===== src/rtl/z_arith_pkg.sv =====
// Shared arithmetic definitions for the pipelined carry-select adder.
package z_arith_pkg;

    localparam int unsigned ARITH_WIDTH = 16;
    localparam int unsigned ARITH_BLOCK = 4;
    localparam int unsigned STAGES      = ARITH_WIDTH / ARITH_BLOCK;

    // Operand width must split evenly into carry-select groups.
    localparam bit SPLIT_OK = (ARITH_WIDTH % ARITH_BLOCK) == 0;

    // Payload carried from one pipeline stage to the next.
    typedef struct packed {
        logic [ARITH_WIDTH-1:0] sum_lo;
        logic                   carry;
        logic [ARITH_WIDTH-1:0] a_hi;
        logic [ARITH_WIDTH-1:0] b_hi;
    } stage_t;

endpackage


===== src/rtl/z_csa_bit.sv =====
// One bit of a carry-select group: computes both ripple chains side by side.
module z_csa_bit (
    input  logic a,
    input  logic b,
    input  logic c0,
    input  logic c1,
    output logic s0,
    output logic co0,
    output logic s1,
    output logic co1
);

    logic p;

    // Full-adder pair sharing the propagate term.
    always_comb begin
        p   = a ^ b;
        s0  = p ^ c0;
        co0 = (a & b) | (c0 & p);
        s1  = p ^ c1;
        co1 = (a & b) | (c1 & p);
    end

endmodule


===== src/rtl/z_csa_block.sv =====
// BLOCK-bit combinational carry-select group: dual ripple sums muxed by c_sel.
module z_csa_block #(
    parameter int unsigned BLOCK = 4
) (
    input  logic [BLOCK-1:0] a,
    input  logic [BLOCK-1:0] b,
    input  logic             c_sel,
    output logic [BLOCK-1:0] s,
    output logic             c
);

    logic [BLOCK:0]   chain0;
    logic [BLOCK:0]   chain1;
    logic [BLOCK-1:0] s0;
    logic [BLOCK-1:0] s1;

    assign chain0[0] = 1'b0;
    assign chain1[0] = 1'b1;

    for (genvar i = 0; i < BLOCK; i++) begin : g_bit
        z_csa_bit u_bit (
            .a   (a[i]),
            .b   (b[i]),
            .c0  (chain0[i]),
            .c1  (chain1[i]),
            .s0  (s0[i]),
            .co0 (chain0[i+1]),
            .s1  (s1[i]),
            .co1 (chain1[i+1])
        );
    end

    // Late-arriving carry only drives the final select.
    always_comb begin
        s = c_sel ? s1 : s0;
        c = c_sel ? chain1[BLOCK] : chain0[BLOCK];
    end

endmodule


===== src/rtl/z_csa_pipe_adder.sv =====
// Pipelined carry-select adder: one BLOCK-bit group resolved per stage,
// valid/ready stream with whole-pipeline stall on output backpressure.
module z_csa_pipe_adder
    import z_arith_pkg::*;
#(
    parameter int unsigned WIDTH = ARITH_WIDTH,
    parameter int unsigned BLOCK = ARITH_BLOCK
) (
    input  logic             clk,
    input  logic             rst,
    input  logic             in_valid,
    output logic             in_ready,
    input  logic [WIDTH-1:0] a,
    input  logic [WIDTH-1:0] b,
    input  logic             c_in,
    output logic             out_valid,
    input  logic             out_ready,
    output logic [WIDTH-1:0] sum,
    output logic             c_out,
    output logic             ovf
);

    if (!SPLIT_OK || WIDTH != ARITH_WIDTH || BLOCK != ARITH_BLOCK) begin : g_bad_cfg
        $error("z_csa_pipe_adder: WIDTH/BLOCK must match z_arith_pkg and divide evenly");
    end

    stage_t            stg_q   [STAGES];
    logic [STAGES-1:0] vld_q;
    stage_t            grp_in  [STAGES];
    stage_t            grp_nxt [STAGES];
    logic [BLOCK-1:0]  s_grp   [STAGES];
    logic              c_grp   [STAGES];
    logic              stall;

    for (genvar k = 0; k < STAGES; k++) begin : g_stage
        z_csa_block #(.BLOCK(BLOCK)) u_blk (
            .a     (grp_in[k].a_hi[k*BLOCK +: BLOCK]),
            .b     (grp_in[k].b_hi[k*BLOCK +: BLOCK]),
            .c_sel (grp_in[k].carry),
            .s     (s_grp[k]),
            .c     (c_grp[k])
        );
    end

    // Group k reads the fresh operands (k=0) or the previous stage register.
    always_comb begin
        grp_in[0].sum_lo = '0;
        grp_in[0].carry  = c_in;
        grp_in[0].a_hi   = a;
        grp_in[0].b_hi   = b;
        for (int k = 1; k < STAGES; k++) begin
            grp_in[k] = stg_q[k-1];
        end
        for (int k = 0; k < STAGES; k++) begin
            grp_nxt[k]                            = grp_in[k];
            grp_nxt[k].sum_lo[k*BLOCK +: BLOCK]   = s_grp[k];
            grp_nxt[k].carry                      = c_grp[k];
        end
    end

    // Backpressure freezes every stage; bubbles are not squeezed out.
    always_comb begin
        stall    = vld_q[STAGES-1] & ~out_ready;
        in_ready = ~stall;
    end

    // Stage registers: advance together unless stalled; payload moves with valid.
    always_ff @(posedge clk) begin
        if (rst) begin
            vld_q <= '0;
            for (int k = 0; k < STAGES; k++) begin
                stg_q[k] <= '0;
            end
        end else if (!stall) begin
            vld_q[0] <= in_valid;
            if (in_valid) begin
                stg_q[0] <= grp_nxt[0];
            end
            for (int k = 1; k < STAGES; k++) begin
                vld_q[k] <= vld_q[k-1];
                if (vld_q[k-1]) begin
                    stg_q[k] <= grp_nxt[k];
                end
            end
        end
    end

    // Results come straight off the last stage; overflow from the MSB bits.
    always_comb begin
        out_valid = vld_q[STAGES-1];
        sum       = stg_q[STAGES-1].sum_lo;
        c_out     = stg_q[STAGES-1].carry;
        ovf       = (stg_q[STAGES-1].a_hi[WIDTH-1] == stg_q[STAGES-1].b_hi[WIDTH-1]) &&
                    (stg_q[STAGES-1].sum_lo[WIDTH-1] != stg_q[STAGES-1].a_hi[WIDTH-1]);
    end

endmodule

===== config.mk =====
export PLATFORM = sky130hd
export DESIGN_NAME = z_csa_pipe_adder
export DESIGN_NICKNAME = d
export VERILOG_FILES = /design/src/rtl/z_arith_pkg.sv /design/src/rtl/z_csa_bit.sv /design/src/rtl/z_csa_block.sv /design/src/rtl/z_csa_pipe_adder.sv
export SDC_FILE = /design/constraint.sdc
export NUM_CORES = 1
export LEC_CHECK = 0
export ABC_AREA = 1
export CAP_MARGIN = 0
export CORE_ASPECT_RATIO = 0.9
export CORE_MARGIN = 4
export CORE_UTILIZATION = 48
export CTS_CLUSTER_DIAMETER = 200
export CTS_CLUSTER_SIZE = 16
export DETAILED_ROUTE_END_ITERATION = 10
export PLACE_DENSITY = 0.71
export REMOVE_ABC_BUFFERS = 1
export SYNTH_ARGS = -nofsm -noshare
export SYNTH_HDL_FRONTEND = slang
export SYNTH_SLANG_ARGS = --single-unit
export TNS_END_PERCENT = 20

===== constraint.sdc =====
create_clock -name clk -period 3.2 [get_ports clk]
set_clock_uncertainty 0.1 [all_clocks]
set_input_delay 0.48 -clock clk [delete_from_list [all_inputs] [get_ports clk]]
set_output_delay 0.48 -clock clk [all_outputs]
set_load 0.05 [all_outputs]

==> flow_metrics.tcl, run 1 <==
set metrics [dict create \
    antenna_found_initial 0 \
    cts_setup_buffers 0 \
    hold_path_end "vld_q[3]$_SDFFE_PP0N_" \
    finalWirelength_um 5270 \
    endpoint_kind "primary output" \
    drtPass1Iterations 4 \
    final.min_clock_period_ps 2590 \
    multiInputGateArea_um2 940 \
    hold_viol 0 \
    vias 2272 \
    initial_core_util 0.492 \
    required_ps 2620 \
    fmaxAchievable_mhz 386 \
    synth.cell_area_um2 4490 \
    pin_count 57 \
    grt_overflow_total 0 \
    detail-route-antenna-nets 0 \
    p_sw_frac 0.225 \
    gp_congestion 0.701 \
    h-tree-depth 3 \
    seq_area_um2 2900 \
    placedCellCount 555 \
    p_leak_nw 2.24 \
    syn2layout_area_growth_pct 15.7 \
    diodes 0 \
    cap_viol_max_count 0 \
    grt_pass1_wl_um 9480 \
    intPower_mw 1.92 \
    cts-hold-fix-buffers 0 \
    synth_top_area_cell "edfxtp_1" \
    min_from "vld_q[2]$_SDFFE_PP0N_" \
    critical_path.startpoint_type "input port" \
    port_buffers 56 \
    hold_class "reg2reg" \
    cts_made_buffers 9 \
    finalSetupViolCount 0 \
    drc_errors 0 \
    numClockSinks 98 \
    syn_avg_cell_area_um2 11.3 \
    min_delay_path_depth 2 \
    viasPerCell 3.98 \
    wire_per_inst_um 9.23 \
    core_area_um2 9130 \
    reg2reg_from "stg_q[2][28]$_SDFFCE_PN0P_" \
    tightest_slew_ps 816 \
    fillers 765 \
    critical_path_class "in2out" \
    die_width_um 110 \
    outcome "completed" \
    preCtsSetupSlack_ps 323 \
    period_share 0.809 \
    netlist_instances 398 \
    finish.net_count 501 \
    clk_path_buf_depth 2 \
    grt_max_degree 31 \
    p_comb_frac 0.108 \
    fin_setup_tns_ps 0 \
    seq_power_share 0.611 \
    critPathMaxFanout 9 \
    finalMaxSlewViolations 0 \
    dp_hpwl_um 3820 \
    powerDensity_nw_per_um2 477 \
    p_switching_mw 0.558 \
    synth_cell_types 15 \
    rsz0062_at_grt "no" \
    setup_slack_ps 610 \
    max_slew_margin 0.455 \
    ys_top_cells_by_area "edfxtp_1 (63%), inv_1 (9.7%), nor2_1 (7.9%), fa_1 (5.4%), buf_4 (2.7%)" \
    dieArea_um2 11000 \
    clk_pin_slew_ps 80 \
    ys_seq_area_frac 0.647 \
    reg2reg_depth 8 \
    cts_resized 0 \
    cts_root_buf "clkbuf_8" \
    first_global_vias 2302 \
    arrival_ps 2010 \
    synth-seq-cells 98 \
    yosysTopAreaCellShare 0.629 \
    instances_no_fill 571 \
    yosys_warnings 0 \
    layout-drive-gt1-share 0.0646 \
    regToRegEndpoint "stg_q[3][48]$_SDFFCE_PN0P_" \
    clkLatencyLatePin_ps 330 \
    num_rows 33 \
    ir_worst_vdd_mv 0.190 \
    drt_iter0_markers 72 \
    grt_use_total 0.109 \
    cts_tree "yes" \
    die_h_um 99.7 \
    pwr-share-clk 0.281 \
    r2r_slack_ps 710 \
]
[per-stage QoR]
stage / utilization / power, mW / hold WS, ps / cell area, um^2
2_1_floorplan: - / 1.71 / 363 / 4280
3_3_place_gp: 0.550 / 1.81 / 394 / 5020
3_5_place_dp: 0.550 / 1.82 / 397 / 5020
4_1_cts: 0.569 / 2.51 / 410 / 5190
5_1_grt: 0.569 / 2.60 / 438 / 5190
6_report: 0.569 / 2.48 / 408 / 5190
[state kept, by name, summed over array words and instances (netlist names)]
signal  flops
vld_q       4
stg_q      94
[routing by layer]
layer	GRT usage	wire, um	vias to the layer above
li1	-	-	1257
met1	0.135	2450	961
met2	0.185	2510	48
met3	0.0182	245	6
met4	0.0489	65	0
met5	0	0	-
[Yosys cell counts, drive strengths merged]
library cell	number
inv	117
a21oi	2
nor2	100
buf	24
fa	12
o21ai	7
ha	8
edfxtp	94
dfxtp	4
nand3	2
nand2	28
[layout by cell type, fill, tap and decap left out, drive strengths merged]
| cell type | instances |
|---|---|
| edfxtp | 94 |
| ha | 8 |
| buf | 3 |
| o21ai | 7 |
| clkdlybuf4s50 | 56 |
| fa | 12 |
| nand3 | 2 |
| clkinv | 3 |
| a21oi | 2 |
| clkbuf | 13 |
| nand2 | 28 |
| dfxtp | 4 |
| nor2 | 100 |
| inv | 117 |
[power by group through the flow]
stage          Clock (mW)  Combinational (mW)  Sequential [mW]
6_report            0.697               0.267             1.51
5_1_grt             0.776               0.307             1.52
3_5_place_dp            0               0.271             1.54
3_3_place_gp            0               0.267             1.54
2_1_floorplan           0               0.130             1.58
4_1_cts             0.719               0.273             1.51
[worst max-delay path, cell delays in order]
cell             delay, ps
clkdlybuf4s50_1        480
inv_1                   70
nand2_4                150
clkdlybuf4s50_1        830
[cells by family (layout without fill, tap and decap cells)]
| logic type | count (synthesis) | in the layout | synth area share |
|---|---|---|---|
| simple gates | 130 | 130 | 0.123 |
| buf+inv | 141 | 192 | 0.145 |
| compound gates | 9 | 9 | 0.0100 |
| fa+ha+maj | 20 | 20 | 0.0758 |
| flops | 98 | 98 | 0.647 |
[cell type report]
class | instances | area share
well taps | 122 | 0.0294
repair buffers | 59 | 0.112
clock inverters | 3 | 0.00289
flip-flops and latches | 98 | 0.559
inverters | 117 | 0.0846
multi-input cells | 159 | 0.181
clock buffers | 13 | 0.0306
[worst max-delay path by stage]
| stage | from | endpoint | depth (start not counted) |
|---|---|---|---|
| finish | out_ready | in_ready | 4 |
| global route | stg_q[1][24]$_SDFFCE_PN0P_ | stg_q[2][44]$_SDFFCE_PN0P_ | 8 |
| CTS | out_ready | in_ready | 4 |
| detailed placement | a[0] | stg_q[0][36]$_SDFFCE_PN0P_ | 11 |
| global placement | a[0] | stg_q[0][36]$_SDFFCE_PN0P_ | 11 |
| floorplan | vld_q[3]$_SDFFE_PP0N_ | stg_q[1][10]$_SDFFCE_PN0P_ | 3 |
Note: power is estimated with default switching activity, not from simulation.
==> run 2: changes to the inputs <==
PLACE_DENSITY = 0.73   (was 0.71)
clock period = 2.3 ns   (was 3.2 ns; I/O delays follow)
==> run 2 against run 1 <==
Net effect:
- non-clock buffer count grew 1
- clock power rose by 81%
- power is 52% higher
- critical endpoint is now stg_q[3][48]$_SDFFCE_PN0P_
- core utilization up 1.4 points
- clock-buffer cell count fell by 4
- highest routed layer unchanged
- flip-flop and latch count stayed put
- die area stayed put
- global-route usage is 0.43 points higher
- cell count stayed put
- largest power group unchanged
- sequential share of layout area fell by 1.3 points
- critical path depth increased by 4
==> flow_metrics.tcl, run 2 (synthesized netlist as in run 1, its figures left out) <==
set metrics [dict create \
    wire_per_inst_um 9.68 \
    detail-route-antenna-nets 0 \
    layout_commonest_cell "inv_1" \
    finalWirelength_um 5530 \
    final.min_clock_period_ps 2270 \
    numClockSinks 98 \
    drtPass1Iterations 4 \
    hold_path_end "vld_q[3]$_SDFFE_PP0N_" \
    clk_pin_slew_ps 90 \
    hold_class "reg2reg" \
    cts_made_buffers 9 \
    seq_power_share 0.561 \
    r2r_slack_ps 30 \
    rsz0062_at_grt "yes" \
    clk_path_buf_depth 2 \
    layout-drive-gt1-share 0.109 \
    pin_count 57 \
    gp_congestion 0.716 \
    tightest_slew_ps 501 \
    cts_root_buf "clkbuf_8" \
    hold_viol 0 \
    dieArea_um2 11000 \
    syn2layout_area_growth_pct 18.4 \
    max_slew_margin 0.666 \
    p_sw_frac 0.217 \
    finalMaxSlewViolations 0 \
    multiInputGateArea_um2 977 \
    fillers 748 \
    cap_viol_max_count 0 \
    num_rows 33 \
    required_ps 2420 \
    h-tree-depth 3 \
    outcome "completed" \
    grt_pass1_wl_um 9560 \
    final_cell_mix "inv_1 (112), nor2_1 (95), edfxtp_1 (94)" \
    finalSetupViolCount 0 \
    antenna_found_initial 0 \
    drt_iter0_markers 66 \
    reg.largest.list "stg_q: 94 flops, vld_q: 4 flops" \
    endpoint_kind "flip-flop" \
    viasPerCell 4.08 \
    dp_hpwl_um 3970 \
    diodes 0 \
    min_delay_path_depth 2 \
    finish.net_count 502 \
    critical_path_class "reg2reg" \
    fin_setup_tns_ps 0 \
    cts-hold-fix-buffers 0 \
    regToRegEndpoint "stg_q[3][48]$_SDFFCE_PN0P_" \
    die_h_um 99.7 \
    worst_hold_slack_ps 412 \
    reg2reg_from "stg_q[2][28]$_SDFFCE_PN0P_" \
    setup_slack_ps 29.6 \
    initial_core_util 0.492 \
    critical_path.startpoint_type "flip-flop" \
    grt_max_degree 31 \
    seq_area_um2 2900 \
    final_util 0.582 \
    largest_reg_flops 94 \
    critPathMaxFanout 2 \
    intPower_mw 2.94 \
    pwr-share-clk 0.336 \
    reg2reg_depth 8 \
    p_comb_frac 0.104 \
    min_from "vld_q[2]$_SDFFE_PP0N_" \
    regMostFlops "stg_q" \
    core_area_um2 9130 \
    grt_overflow_total 0 \
    clkLatencyLatePin_ps 350 \
    period_share 0.987 \
    preCtsSetupSlack_ps -519 \
    vias 2329 \
    die_width_um 110 \
    drc_errors 0 \
    powerDensity_nw_per_um2 706 \
    ir_worst_vdd_mv 0.302 \
    p_switching_mw 0.814 \
    grt_use_total 0.113 \
    first_global_vias 2285 \
    arrival_ps 2390 \
    cts_tree "yes" \
    p_leak_nw 2.28 \
    fmaxAchievable_mhz 440 \
    port_buffers 56 \
]
-- run 2: cell types whose count changed in the layout (fill, tap and decap cells not counted), sizes merged, moves of 2 or more --
cell,previous run,this run
clkbuf,13,9
dlygate4sd2,0,2
bufinv,0,3
buf,3,5
clkdlybuf4s50,56,52
-- run 2: through the flow --
step / instance area (um^2) / std cells / total power [mW]
6_report: 5320 / 571 / 3.75
5_1_grt: 5320 / 571 / 3.91
4_1_cts: 5300 / 571 / 3.79
3_5_place_dp: 5050 / 556 / 2.54
3_3_place_gp: 5050 / 556 / 2.52
2_1_floorplan: 4280 / 374 / 2.38
-- run 2: area by class of cell --
cell class                 instances  area share
clock buffer                       9      0.0233
clock inverter                     6      0.0200
inverter                         117      0.0826
multi-input combinational        159       0.184
sequential                        98       0.546
tap                              122      0.0287
timing repair buffer              60       0.115
-- run 2: power groups by stage --
stage | logic [mW] | clock network (mW) | registers (mW)
after floorplan | 0.181 | 0 | 2.20
after global placement | 0.376 | 0 | 2.14
after detailed placement | 0.389 | 0 | 2.15
after CTS | 0.394 | 1.28 | 2.11
after global routing | 0.445 | 1.35 | 2.12
final | 0.388 | 1.26 | 2.11
-- run 2: what timing repair did --
action                                  4_1_cts  5_1_grt
setup buffers                                 0        0
endpoints found under the setup margin        7        4
cloned                                        0        0
pin swaps                                     4        7
resized for setup                            18        7
-- run 2: worst max-delay path, cell delays in order, from the launching register on --
cell      delay [ps]
edfxtp_1         420
ha_2             200
nand2_1           70
o21ai_2           60
fa_2             350
fa_2             340
inv_2             70
fa_1             390
nor2_1           110
-- run 2: worst max-delay path by stage --
stage                                     from                    endpoint  slack, ps
floorplan                vld_q[3]$_SDFFE_PP0N_  stg_q[1][10]$_SDFFCE_PN0P_       -710
global placement                          a[0]  stg_q[0][36]$_SDFFCE_PN0P_       -390
detailed placement                        a[0]  stg_q[0][36]$_SDFFCE_PN0P_       -520
CTS                 stg_q[2][28]$_SDFFCE_PN0P_  stg_q[3][48]$_SDFFCE_PN0P_        -20
global route        stg_q[0][20]$_SDFFCE_PN0P_  stg_q[1][40]$_SDFFCE_PN0P_        -70
finish              stg_q[2][28]$_SDFFCE_PN0P_  stg_q[3][48]$_SDFFCE_PN0P_         30
-- run 2: layer usage --
| layer | wire length (um) | global-route usage | share of wire |
|---|---|---|---|
| met2 | 2660 | 0.182 | 0.48 |
| met5 | 0 | 0 | 0 |
| met3 | 266 | 0.0234 | 0.048 |
| met4 | 121 | 0.0690 | 0.022 |
| met1 | 2480 | 0.139 | 0.45 |
==> run 3: changes to the inputs <==
ABC_CLOCK_PERIOD_IN_PS = 2300   (was unset)
CTS_BUF_LIST = sky130_fd_sc_hd__clkbuf_4 sky130_fd_sc_hd__clkbuf_8   (was unset)
==> results of run 3 <==
The final DEF is identical to that of run 2; final timing and power are the same.
